==> src/rtl/bram_prog_loader.sv <==
// bram_prog_loader: streams words into instruction BRAM, reads them back and
// compares the read sum against the write sum while holding the core in reset.
module bram_prog_loader #(
  parameter int ADDR_WIDTH = 10,
  parameter int DATA_WIDTH = 32,
  parameter int MAX_WORDS  = 1024
) (
  input  logic                  clk,
  input  logic                  rst,
  input  logic                  start,
  input  logic [ADDR_WIDTH:0]   word_count,
  input  logic [DATA_WIDTH-1:0] s_dat,
  input  logic                  s_valid,
  output logic                  s_ready,
  output logic [ADDR_WIDTH-1:0] w_addr,
  output logic [DATA_WIDTH-1:0] w_dat,
  output logic                  w_enb,
  output logic [ADDR_WIDTH-1:0] r_addr,
  output logic                  r_enb,
  input  logic [DATA_WIDTH-1:0] r_dat,
  output logic                  busy,
  output logic                  core_hold,
  output logic                  done,
  output logic                  verify_err
);
  localparam int CW = ADDR_WIDTH + 1;
  localparam logic [CW-1:0] MAXW = CW'(MAX_WORDS);

  typedef enum logic [1:0] {IDLE, LOAD, VERIFY, FINISH} state_t;

  state_t                r_state, w_state;
  logic [CW-1:0]         r_n, w_n, r_wcnt, w_wcnt, r_rcnt, w_rcnt, r_ccnt, w_ccnt;
  logic [DATA_WIDTH-1:0] r_wsum, w_wsum, r_rsum, w_rsum, r_w_dat, w_w_dat;
  logic [ADDR_WIDTH-1:0] r_w_addr, w_w_addr, r_r_addr, w_r_addr;
  logic                  r_ovf, w_ovf, r_s_ready, w_s_ready, r_w_enb, w_w_enb;
  logic                  r_r_enb, w_r_enb, r_rd_v, w_rd_v, r_busy, w_busy;
  logic                  r_done, w_done, r_err, w_err;
  logic                  w_hs;

  assign w_hs       = s_valid & r_s_ready;
  assign s_ready    = r_s_ready;
  assign w_addr     = r_w_addr;
  assign w_dat      = r_w_dat;
  assign w_enb      = r_w_enb;
  assign r_addr     = r_r_addr;
  assign r_enb      = r_r_enb;
  assign busy       = r_busy;
  assign core_hold  = r_busy;
  assign done       = r_done;
  assign verify_err = r_err;

  always_comb begin
    w_state   = r_state;
    w_n       = r_n;
    w_wcnt    = r_wcnt;
    w_rcnt    = r_rcnt;
    w_ccnt    = r_ccnt;
    w_wsum    = r_wsum;
    w_rsum    = r_rsum;
    w_ovf     = r_ovf;
    w_s_ready = r_s_ready;
    w_w_addr  = r_w_addr;
    w_w_dat   = r_w_dat;
    w_w_enb   = 1'b0;
    w_r_addr  = r_r_addr;
    w_r_enb   = 1'b0;
    w_rd_v    = r_r_enb;
    w_busy    = r_busy;
    w_done    = 1'b0;
    w_err     = r_err;
    case (r_state)
      IDLE: if (start) begin
        w_n       = word_count;
        w_wcnt    = '0;
        w_rcnt    = '0;
        w_ccnt    = '0;
        w_wsum    = '0;
        w_rsum    = '0;
        w_err     = 1'b0;
        w_ovf     = word_count > MAXW;
        w_state   = (word_count == '0 || w_ovf) ? FINISH : LOAD;
        w_s_ready = w_state == LOAD;
        w_busy    = w_state == LOAD;
      end
      LOAD: begin
        if (w_hs) begin
          w_w_enb  = 1'b1;
          w_w_addr = r_wcnt[ADDR_WIDTH-1:0];
          w_w_dat  = s_dat;
          w_wsum   = r_wsum + s_dat;
          w_wcnt   = r_wcnt + CW'(1);
        end
        w_s_ready = w_wcnt < r_n;
        // the last write is on the port this cycle, so the first read can follow it
        if (r_w_enb && r_wcnt == r_n) begin
          w_state  = VERIFY;
          w_r_enb  = 1'b1;
          w_r_addr = '0;
          w_rcnt   = CW'(1);
        end
      end
      VERIFY: begin
        if (r_rcnt < r_n) begin
          w_r_enb  = 1'b1;
          w_r_addr = r_rcnt[ADDR_WIDTH-1:0];
          w_rcnt   = r_rcnt + CW'(1);
        end
        if (r_rd_v) begin
          w_rsum  = r_rsum + r_dat;
          w_ccnt  = r_ccnt + CW'(1);
          w_state = (r_ccnt == r_n - CW'(1)) ? FINISH : VERIFY;
        end
      end
      FINISH: begin
        w_state = IDLE;
        w_done  = 1'b1;
        w_busy  = 1'b0;
        w_err   = r_ovf | (r_rsum != r_wsum);
      end
      default: w_state = IDLE;
    endcase
  end

  always_ff @(posedge clk or negedge rst) begin
    if (!rst) begin
      r_state   <= IDLE;
      r_n       <= '0;
      r_wcnt    <= '0;
      r_rcnt    <= '0;
      r_ccnt    <= '0;
      r_wsum    <= '0;
      r_rsum    <= '0;
      r_ovf     <= 1'b0;
      r_s_ready <= 1'b0;
      r_w_addr  <= '0;
      r_w_dat   <= '0;
      r_w_enb   <= 1'b0;
      r_r_addr  <= '0;
      r_r_enb   <= 1'b0;
      r_rd_v    <= 1'b0;
      r_busy    <= 1'b0;
      r_done    <= 1'b0;
      r_err     <= 1'b0;
    end else begin
      r_state   <= w_state;
      r_n       <= w_n;
      r_wcnt    <= w_wcnt;
      r_rcnt    <= w_rcnt;
      r_ccnt    <= w_ccnt;
      r_wsum    <= w_wsum;
      r_rsum    <= w_rsum;
      r_ovf     <= w_ovf;
      r_s_ready <= w_s_ready;
      r_w_addr  <= w_w_addr;
      r_w_dat   <= w_w_dat;
      r_w_enb   <= w_w_enb;
      r_r_addr  <= w_r_addr;
      r_r_enb   <= w_r_enb;
      r_rd_v    <= w_rd_v;
      r_busy    <= w_busy;
      r_done    <= w_done;
      r_err     <= w_err;
    end
  end
endmodule

==> config.mk <==
export PLATFORM = sky130hd
export DESIGN_NAME = bram_prog_loader
export DESIGN_NICKNAME = d
export VERILOG_FILES = /design/src/rtl/bram_prog_loader.sv
export SDC_FILE = /design/constraint.sdc
export NUM_CORES = 1
export LEC_CHECK = 0
export BUFFER_PORTS_ARGS = -buffer_cell sky130_fd_sc_hd__buf_2
export CORE_AREA = 3 3 185 187
export CTS_BUF_LIST = sky130_fd_sc_hd__clkbuf_4
export CTS_CLUSTER_DIAMETER = 80
export DETAILED_ROUTE_END_ITERATION = 8
export DIE_AREA = 0 0 188 190
export PLACE_DENSITY = 0.53
export SLEW_MARGIN = 40
export SYNTH_ARGS = -nofsm -noshare
export SYNTH_HDL_FRONTEND = slang
export SYNTH_SLANG_ARGS = --single-unit
==> constraint.sdc <==
create_clock -name clk -period 3 [get_ports clk]
set_input_delay 0.6 -clock clk [delete_from_list [all_inputs] [get_ports clk]]
set_output_delay 0.6 -clock clk [all_outputs]
set_load 0.03 [all_outputs]
==> impl_metrics.tcl, run 1 <==
set metrics [dict create \
    outcome "finished clean" \
    hp-class "input port to flip-flop" \
    setup_viol 0 \
    grt_usage_pct 18.33 \
    routed_wl_um 32380 \
    dp.cells 1838 \
    hold_viol_final 0 \
    p_total_w 0.01246 \
    routedWlPerCell_um 17.29 \
    final_core_util_pct 40.86 \
    cts.clk_slew.worst_paths_ns 0.17 \
    nFillCells 3255 \
    reg2reg_slack_ns 0.16 \
    die_area_um2 35720 \
    period_share_pct 94.74 \
    root_buffer "clkbuf_4" \
    cp_slowest_cell "dfrtp_1" \
    clock_latency_ns 0.61 \
    multiInputGateArea_um2 6763 \
    cp.arrival_ns 3.36 \
    grt_pass1_wl_um 52210 \
    final_common_cell "dfrtp_1" \
    cp_max_fo 4 \
    synth_cell_types 68 \
    ys_ff_latch 170 \
    core_area_um2 32620 \
    startpoint_type "flip-flop" \
    whs_ns 0.2475 \
    numPortBuffers 137 \
    netlist_area_um2 11390 \
    rows 66 \
    avgSynthCellArea_um2 9.204 \
    antenna_found_initial 1 \
    worst-endpoint-required_ns 3.52 \
    yosys_warnings 0 \
    die_w_um 188 \
    fin_cells 1872 \
    max_stage_delay_ns 0.48 \
    first_pass_iters 6 \
    maxCapViolations 0 \
    tritoncts "yes" \
    slew_headroom_pct 57.91 \
    drc 0 \
    ios 138 \
    skew_ns 0.02390 \
    fin_nets 1587 \
    gp_congestion 0.8665 \
    die_height_um 190 \
    worst_pin_slew_ns 0.6256 \
    synth_top_area_share_pct 37.33 \
    peakVddDrop_uv 479.0 \
    maxSlewViolCount 0 \
    min_period_ns 2.842 \
    drive_gt1_share_pct 22.04 \
    hpwlAfterDp_um 25390 \
    synth.area.top_cells "dfrtp_1, ha_1, o21ai_0" \
    critPathCaptureType "flip-flop" \
    max_freq_ghz 0.3518 \
    grt_overflow_total 0 \
    ff_latch_area_um2 4255 \
    syn_nets 1409 \
    start_util_pct 34.93 \
    rsz0062_at_grt "false" \
    synthArstFlopShare_pct 100.0 \
    ant_nets 0 \
    vias_per_cell 5.155 \
    grt_max_degree 62 \
    grt_pass1_vias 9561 \
    syn_to_final_growth_pct 16.98 \
    crit_chain "ha_1 > and4_1 > a21oi_2 > o21ai_2 > a22oi_2 > a21oi_1 > o21a_1 > or4_4 > and3_1 > a211o_1" \
    powerDensity_nw_per_um2 934.9 \
    yosysTopAreaCell "dfrtp_1" \
    cts.sinks 170 \
    critPathKind "flip-flop to flip-flop" \
    htreeDepth 4 \
    final_cell_mix "dfrtp_1, buf_2, nand2_1" \
    vias 9651 \
    drt_iter0_drc 477 \
    clock_path_buffers 2 \
    postCtsSetupRepairBufs 0 \
    ys.flop_type "dfrtp_1" \
    yosysSeqAreaShare_pct 37.33 \
    cts_made_buffers 17 \
    synth_edf_count 0 \
    synth_cells 1238 \
    leakage_nw 6.621 \
]
-- cell families after synthesis --
logic type,after synthesis,share of synthesized area [%]
AND/OR/NAND/NOR,352,14.99
AO/OA/AOI/OAI,340,18.48
flip-flops,170,37.33
XOR/XNOR,121,9.301
buffers and inverters,100,3.536
adder cells (fa/ha/maj),92,10.23
multiplexers,63,6.127
-- sequential cells by signal, indices dropped and copies added (netlist names) --
name	cells
w_dat	32
w_addr	10
r_addr	10
r_rcnt	11
done	1
r_state	2
r_rd_v	1
w_enb	1
r_wsum	32
r_ovf	1
busy	1
r_wcnt	11
s_ready	1
r_ccnt	11
r_rsum	32
r_n	11
verify_err	1
r_enb	1
-- report_power, final --
part	leakage (nW)	internal [W]	total (W)	switching [W]
Sequential	2.25	0.00303	0.00381	0.000773
Combinational	4.20	0.00299	0.00718	0.00419
Clock	0.166	0.000581	0.00148	0.000895
Total	6.62	0.00661	0.0125	0.00585
-- layout make-up --
cell class,instances,area share (%)
Clock buffer,17,0.9575
Timing Repair Buffer,214,9.640
Inverter,45,1.267
Clock inverter,15,1.305
Tap cell,442,4.149
Antenna cell,1,0.01877
Multi-Input combinational cell,968,50.74
Sequential cell,170,31.93
-- per-layer routing --
metal	track usage, %	share of wire [%]
met5	0	0
met4	4.820	2.0
met3	2.893	3.5
met2	30.95	48
met1	24.56	47
-- cells in the mapped netlist (all sizes together), types with 10 or more instances --
library cell	instances
a21o	41
a21oi	62
a31oi	16
and3	21
buf	10
clkbuf	45
dfrtp	170
ha	90
inv	44
mux2	54
nand2	133
nand2b	24
nand3	35
nand4	15
nor2	52
nor2b	13
nor3	18
nor4	12
o21ai	137
xnor2	51
xor2	70
-- stage by stage --
stage	setup slack, ns	TNS (ns)	cell area, um2
2_1_floorplan	0.1261	0	11390
3_3_place_gp	-0.1011	-0.3455	12990
3_5_place_dp	-0.1882	-0.5727	12990
4_1_cts	0.09816	0	13300
5_1_grt	0.007408	0	13330
6_report	0.1578	0	13330
-- critical path: cells and delay by family, from the launching register on --
family | cells | cell delay [ns]
AO/OA/AOI/OAI | 6 | 1.02
adder cells (fa/ha/maj) | 1 | 0.35
flip-flops | 1 | 0.48
AND/OR/NAND/NOR | 3 | 0.90
-- timing repair --
action | 4_1_cts | 5_1_grt
setup endpoints to repair | 0 | 5
hold buffers | 1 | 0
resized for setup | 0 | 6
endpoints found under the hold margin | 57 | 0
-- path summary, 6_finish.rpt --
check	end	start	cells past startpoint
max in group asynchronous	r_wcnt[7]	rst	3
min in group asynchronous	r_rsum[0]	rst	2
setup / recovery	r_rsum[31]	r_rsum[8]	10
setup reg to reg	r_rsum[31]	r_rsum[8]	10
hold reg to reg	r_rd_v	r_enb	0
hold / removal	r_n[0]	word_count[0]	2
Note: power is estimated with default switching activity, not from simulation.
==> run 2: changes to the inputs <==
--- a/config.mk
+++ b/config.mk
@@ -12,6 +12,7 @@
 export DETAILED_ROUTE_END_ITERATION = 8
 export DIE_AREA = 0 0 188 190
 export PLACE_DENSITY = 0.53
+export REMOVE_ABC_BUFFERS = 1
 export SLEW_MARGIN = 40
 export SYNTH_ARGS = -nofsm -noshare
 export SYNTH_HDL_FRONTEND = slang
==> run 2 against run 1 <==
  * Final area up 0.23%
  * Fmax shrank 0.18%
  * Global-route usage hardly changed
  * Combinational power up 0.8%
  * First-iteration DRC count rose by 7.3%
  * Critical path depth did not move
  * Final cell count up 0.16%
  * Setup slack worse by 0.0053 ns
  * Sequential cell count stayed put
  * Worst hold slack got worse by 0.012 ns
  * Clock power fell by 6%
  * Sequential share of layout area shrank 0.063 points
==> impl_metrics.tcl, run 2 (same netlist as run 1, synthesis figures left out) <==
set metrics [dict create \
    numPortBuffers 137 \
    gp_congestion 0.8550 \
    cp.arrival_ns 3.38 \
    grt_usage_pct 18.30 \
    min_period_ns 2.847 \
    critPathKind "flip-flop to flip-flop" \
    drc 0 \
    nFillCells 3303 \
    combPwrFrac_pct 58.1 \
    period_share_pct 94.92 \
    worst-endpoint-required_ns 3.53 \
    r2r_end "r_rsum[31]" \
    hp-class "input port to flip-flop" \
    root_buffer "clkbuf_4" \
    hold_viol_final 0 \
    vias 9617 \
    switchingPower_w 0.005964 \
    skew_ns 0.03690 \
    first_pass_iters 5 \
    drive_gt1_share_pct 22.63 \
    fin_nets 1590 \
    hold_end "r_n[0]" \
    grt_pass1_wl_um 52020 \
    p_total_w 0.01246 \
    power.internal_w 0.006498 \
    fin_setup_tns_ns 0 \
    cts.clk_slew.worst_paths_ns 0.18 \
    maxCapViolations 0 \
    cts.sinks 170 \
    tritoncts "yes" \
    hpwlAfterDp_um 25490 \
    setup_viol 0 \
    reg2reg_slack_ns 0.15 \
    drt_iter0_drc 512 \
    die_w_um 188 \
    core_area_um2 32620 \
    seqPwrFrac_pct 30.8 \
    hold_depth 2 \
    start_util_pct 34.93 \
    clock_latency_ns 0.62 \
    leakage_nw 6.631 \
    critPathCaptureType "flip-flop" \
    routed_wl_um 32570 \
    routedWlPerCell_um 17.37 \
    powerDensity_nw_per_um2 932.8 \
    timing.rr.start "r_rsum[8]" \
    syn_to_final_growth_pct 17.24 \
    slew_headroom_pct 54.28 \
    die_height_um 190 \
    fin_cells 1875 \
    grt_max_degree 74 \
    ant_nets 0 \
    worst_pin_slew_ns 0.6796 \
    peakVddDrop_uv 578.3 \
    grt_overflow_total 0 \
    postCtsSetupRepairBufs 0 \
    htreeDepth 4 \
    p_clk_share_pct 11.1 \
    clock_path_buffers 2 \
    startpoint_type "flip-flop" \
    max_freq_ghz 0.3512 \
    maxSlewViolCount 0 \
    die_area_um2 35720 \
    cp_max_fo 4 \
    dp.cells 1841 \
    p_sw_share_pct 47.86 \
    cts_made_buffers 17 \
    final_common_cell "dfrtp_1" \
    outcome "finished clean" \
    antenna_found_initial 1 \
    worstHoldStart "word_count[0]" \
    grt_pass1_vias 9383 \
    r2r_cells 10 \
    ios 138 \
    final_cell_mix "dfrtp_1, buf_2, nand2_1" \
    vias_per_cell 5.129 \
    rows 66 \
]
[run 2: routing by layer]
layer  GRT usage (%)  wire length (um)  vias to the layer above
met5               0                 0                        -
met4           3.290               343                        0
met3           2.764              1054                       26
met2           31.84             16040                      167
met1           24.43             15140                     4615
li1                -                 -                     4809
[run 2: power by group through the flow]
stage | clock network, W | registers, W | logic, W
2_1_floorplan | 0 | 0.00421 | 0.00429
3_3_place_gp | 0 | 0.00389 | 0.00710
3_5_place_dp | 0 | 0.00390 | 0.00719
4_1_cts | 0.00146 | 0.00386 | 0.00723
5_1_grt | 0.00156 | 0.00395 | 0.00804
6_report | 0.00139 | 0.00383 | 0.00724
[run 2: worst max-delay path: stages (launching register included)]
cell and delay [ns]:
dfrtp_1 0.48, ha_1 0.35, and4_1 0.25, a21oi_2 0.14
o21ai_2 0.08, a22oi_2 0.22, a21oi_1 0.13, o21a_1 0.20
or4_4 0.48, and3_1 0.18, a211o_1 0.26
[run 2: worst max-delay path by stage]
stage,start,to,cells after the start
after floorplan,r_state[1],r_wsum[31],8
after global placement,s_dat[0],r_wsum[30],14
after detailed placement,s_dat[0],r_wsum[30],14
after CTS,r_rsum[0],r_rsum[30],13
after global routing,r_wsum[0],r_wsum[30],13
final,r_rsum[8],r_rsum[31],10
[run 2: layout make-up]
class,count,area [um2],area share (%)
multi-input combinational,968,6778,50.74
antenna,1,2.502,0.01873
sequential,170,4257,31.86
clock inverter,15,152.6,1.143
timing repair buffer,217,1320,9.881
inverter,45,168.9,1.264
tap,442,553.0,4.140
clock buffer,17,127.6,0.9553
[run 2: per-stage QoR]
step	cell area (um2)	hold slack (ns)	setup slack, ns	util [%]
floorplan	11160	0.3044	-0.3949	-
global placement	13030	0.4013	-0.1235	39.94
detailed placement	13040	0.3897	-0.1782	39.96
CTS	13330	0.1831	0.1097	40.85
global route	13360	0.1890	-0.0002371	40.96
finish	13360	0.2352	0.1525	40.96
[run 2: timing repair]
item	CTS	global route
endpoints found under the setup margin	0	6
hold buffers	1	0
gates resized for setup	0	9
hold endpoints to repair	35	0
==> run 3: changes to the inputs <==
--- a/config.mk
+++ b/config.mk
@@ -13,6 +13,7 @@
 export DIE_AREA = 0 0 188 190
 export PLACE_DENSITY = 0.53
 export REMOVE_ABC_BUFFERS = 1
+export SETUP_SLACK_MARGIN = 0.5
 export SLEW_MARGIN = 40
 export SYNTH_ARGS = -nofsm -noshare
 export SYNTH_HDL_FRONTEND = slang
==> run 3 against run 2 <==
  * Worst hold slack got worse by 0.0037 ns
  * Register-to-register slack better by 0.10 ns
  * Critical path type unchanged
  * Fmax grew 3.8%
  * Via count rose by 4.0%
  * Routed wire length increased by 4.7%
  * Core utilization is 3.8 points higher
==> impl_metrics.tcl, run 3 (same netlist as run 1, synthesis figures left out) <==
set metrics [dict create \
    reg2reg_slack_ns 0.26 \
    grt_usage_pct 18.83 \
    syn_to_final_growth_pct 28.07 \
    peakVddDrop_uv 568.7 \
    cts_made_buffers 17 \
    start_util_pct 34.93 \
    period_share_pct 91.44 \
    powerDensity_nw_per_um2 939.8 \
    clock_latency_ns 0.62 \
    setup_viol 0 \
    leakage_nw 7.011 \
    dpl_cell_area_um2 13040 \
    skew_ns 0.03970 \
    core_area_um2 32620 \
    routed_wl_um 34100 \
    maxSlewViolCount 0 \
    hold_end "r_n[0]" \
    grt_pass1_vias 9784 \
    drive_gt1_share_pct 34.27 \
    drt_iter0_drc 522 \
    die_area_um2 35720 \
    fin_setup_tns_ns 0 \
    vias 9997 \
    first_pass_iters 4 \
    stdcell_area_um2 14590 \
    worst-endpoint-required_ns 3.50 \
    r2r_end "r_wsum[31]" \
    slew_headroom_pct 55.98 \
    r2r_cells 11 \
    htreeDepth 4 \
    max_freq_ghz 0.3645 \
    gp_congestion 0.8550 \
    worst_pin_slew_ns 0.6579 \
    cts.clk_slew.worst_paths_ns 0.18 \
    antenna_found_initial 1 \
    hpwlAfterDp_um 25490 \
    grt_max_degree 74 \
    startpoint_type "flip-flop" \
    die_height_um 190 \
    ff_latch_area_um2 4277 \
    drc 0 \
    grt_pass1_wl_um 53710 \
    final_common_cell "dfrtp_1" \
    final_cell_mix "dfrtp_1, buf_2, buf_4" \
    maxCapViolations 0 \
    min_period_ns 2.743 \
    ant_nets 0 \
    cts.sinks 170 \
    hp-class "input port to flip-flop" \
    root_buffer "clkbuf_4" \
    vias_per_cell 5.161 \
    clock_path_buffers 2 \
    hold_depth 2 \
    nFillCells 3206 \
    multiInputGateArea_um2 7490 \
    cp.arrival_ns 3.24 \
    cp_max_fo 4 \
    outcome "finished clean" \
    rows 66 \
    critPathCaptureType "flip-flop" \
    grt_overflow_total 0 \
    rsz0062_at_grt "true" \
    tritoncts "yes" \
    ios 138 \
    numPortBuffers 137 \
    timing.rr.start "r_wsum[14]" \
    hold_viol_final 0 \
    routedWlPerCell_um 17.61 \
    worstHoldStart "word_count[0]" \
    fin_nets 1652 \
    die_w_um 188 \
    critPathKind "flip-flop to flip-flop" \
]
-- run 3: what timing repair did --
action / in CTS / in global routing
gates cloned: 0 / 2
pin swaps: 47 / 57
buffers inserted: 37 / 23
hold endpoints to repair: 35 / 0
hold buffers: 1 / 0
endpoints found under the setup margin: 47 / 51
resized for setup: 90 / 106
-- run 3: metrics by stage --
stage                     total power (W)  hold WS (ns)  setup WS (ns)  cells  utilization [%]
final                             0.01371        0.2315         0.2567   1937            44.74
after global routing              0.01483        0.1890         0.1512   1937            44.74
after CTS                         0.01315        0.1830         0.2146   1911            42.92
after detailed placement          0.01108        0.3897        -0.1782   1841            39.96
after global placement            0.01099        0.4013        -0.1235   1841            39.94
after floorplan                  0.008494        0.3044        -0.3949   1183                -
-- run 3: how the worst max path moves through the flow --
stage | start | to | slack, ns | cells past startpoint
finish | r_wsum[14] | r_wsum[31] | 0.26 | 11
floorplan | r_state[1] | r_wsum[31] | -0.39 | 8
CTS | r_rsum[0] | r_rsum[30] | 0.21 | 13
global placement | s_dat[0] | r_wsum[30] | -0.12 | 14
global route | r_wsum[1] | r_wsum[31] | 0.15 | 11
detailed placement | s_dat[0] | r_wsum[30] | -0.18 | 14
-- run 3: worst max-delay path, cell delays in order, from the launching register on --
cell,delay (ns)
dfrtp_1,0.41
ha_1,0.33
a211oi_2,0.25
o21bai_2,0.14
nor3b_2,0.20
nor3_1,0.09
a211oi_2,0.24
buf_4,0.16
a31oi_1,0.09
and4_1,0.22
o41ai_2,0.40
o31ai_2,0.12
-- run 3: area by class of cell --
type,instances,share of cell area (%)
tap,442,3.790
inverter,45,1.175
clock buffer,17,0.8746
antenna,1,0.01715
multi-input combinational,968,51.32
sequential,170,29.31
timing repair buffer,279,12.47
clock inverter,15,1.046
-- run 3: where the power goes --
group	total, W	switching, W	leakage, nW	internal [W]
Clock	0.00139	0.000950	0.153	0.000443
Combinational	0.00852	0.00477	4.63	0.00375
Sequential	0.00380	0.000748	2.23	0.00305
-- run 3: layer usage --
metal,track usage [%],up-vias,routed length [um]
met5,0,-,0
li1,-,4928,-
met2,33.07,171,17190
met1,24.89,4881,15440
met4,3.694,0,378
met3,2.672,17,1090
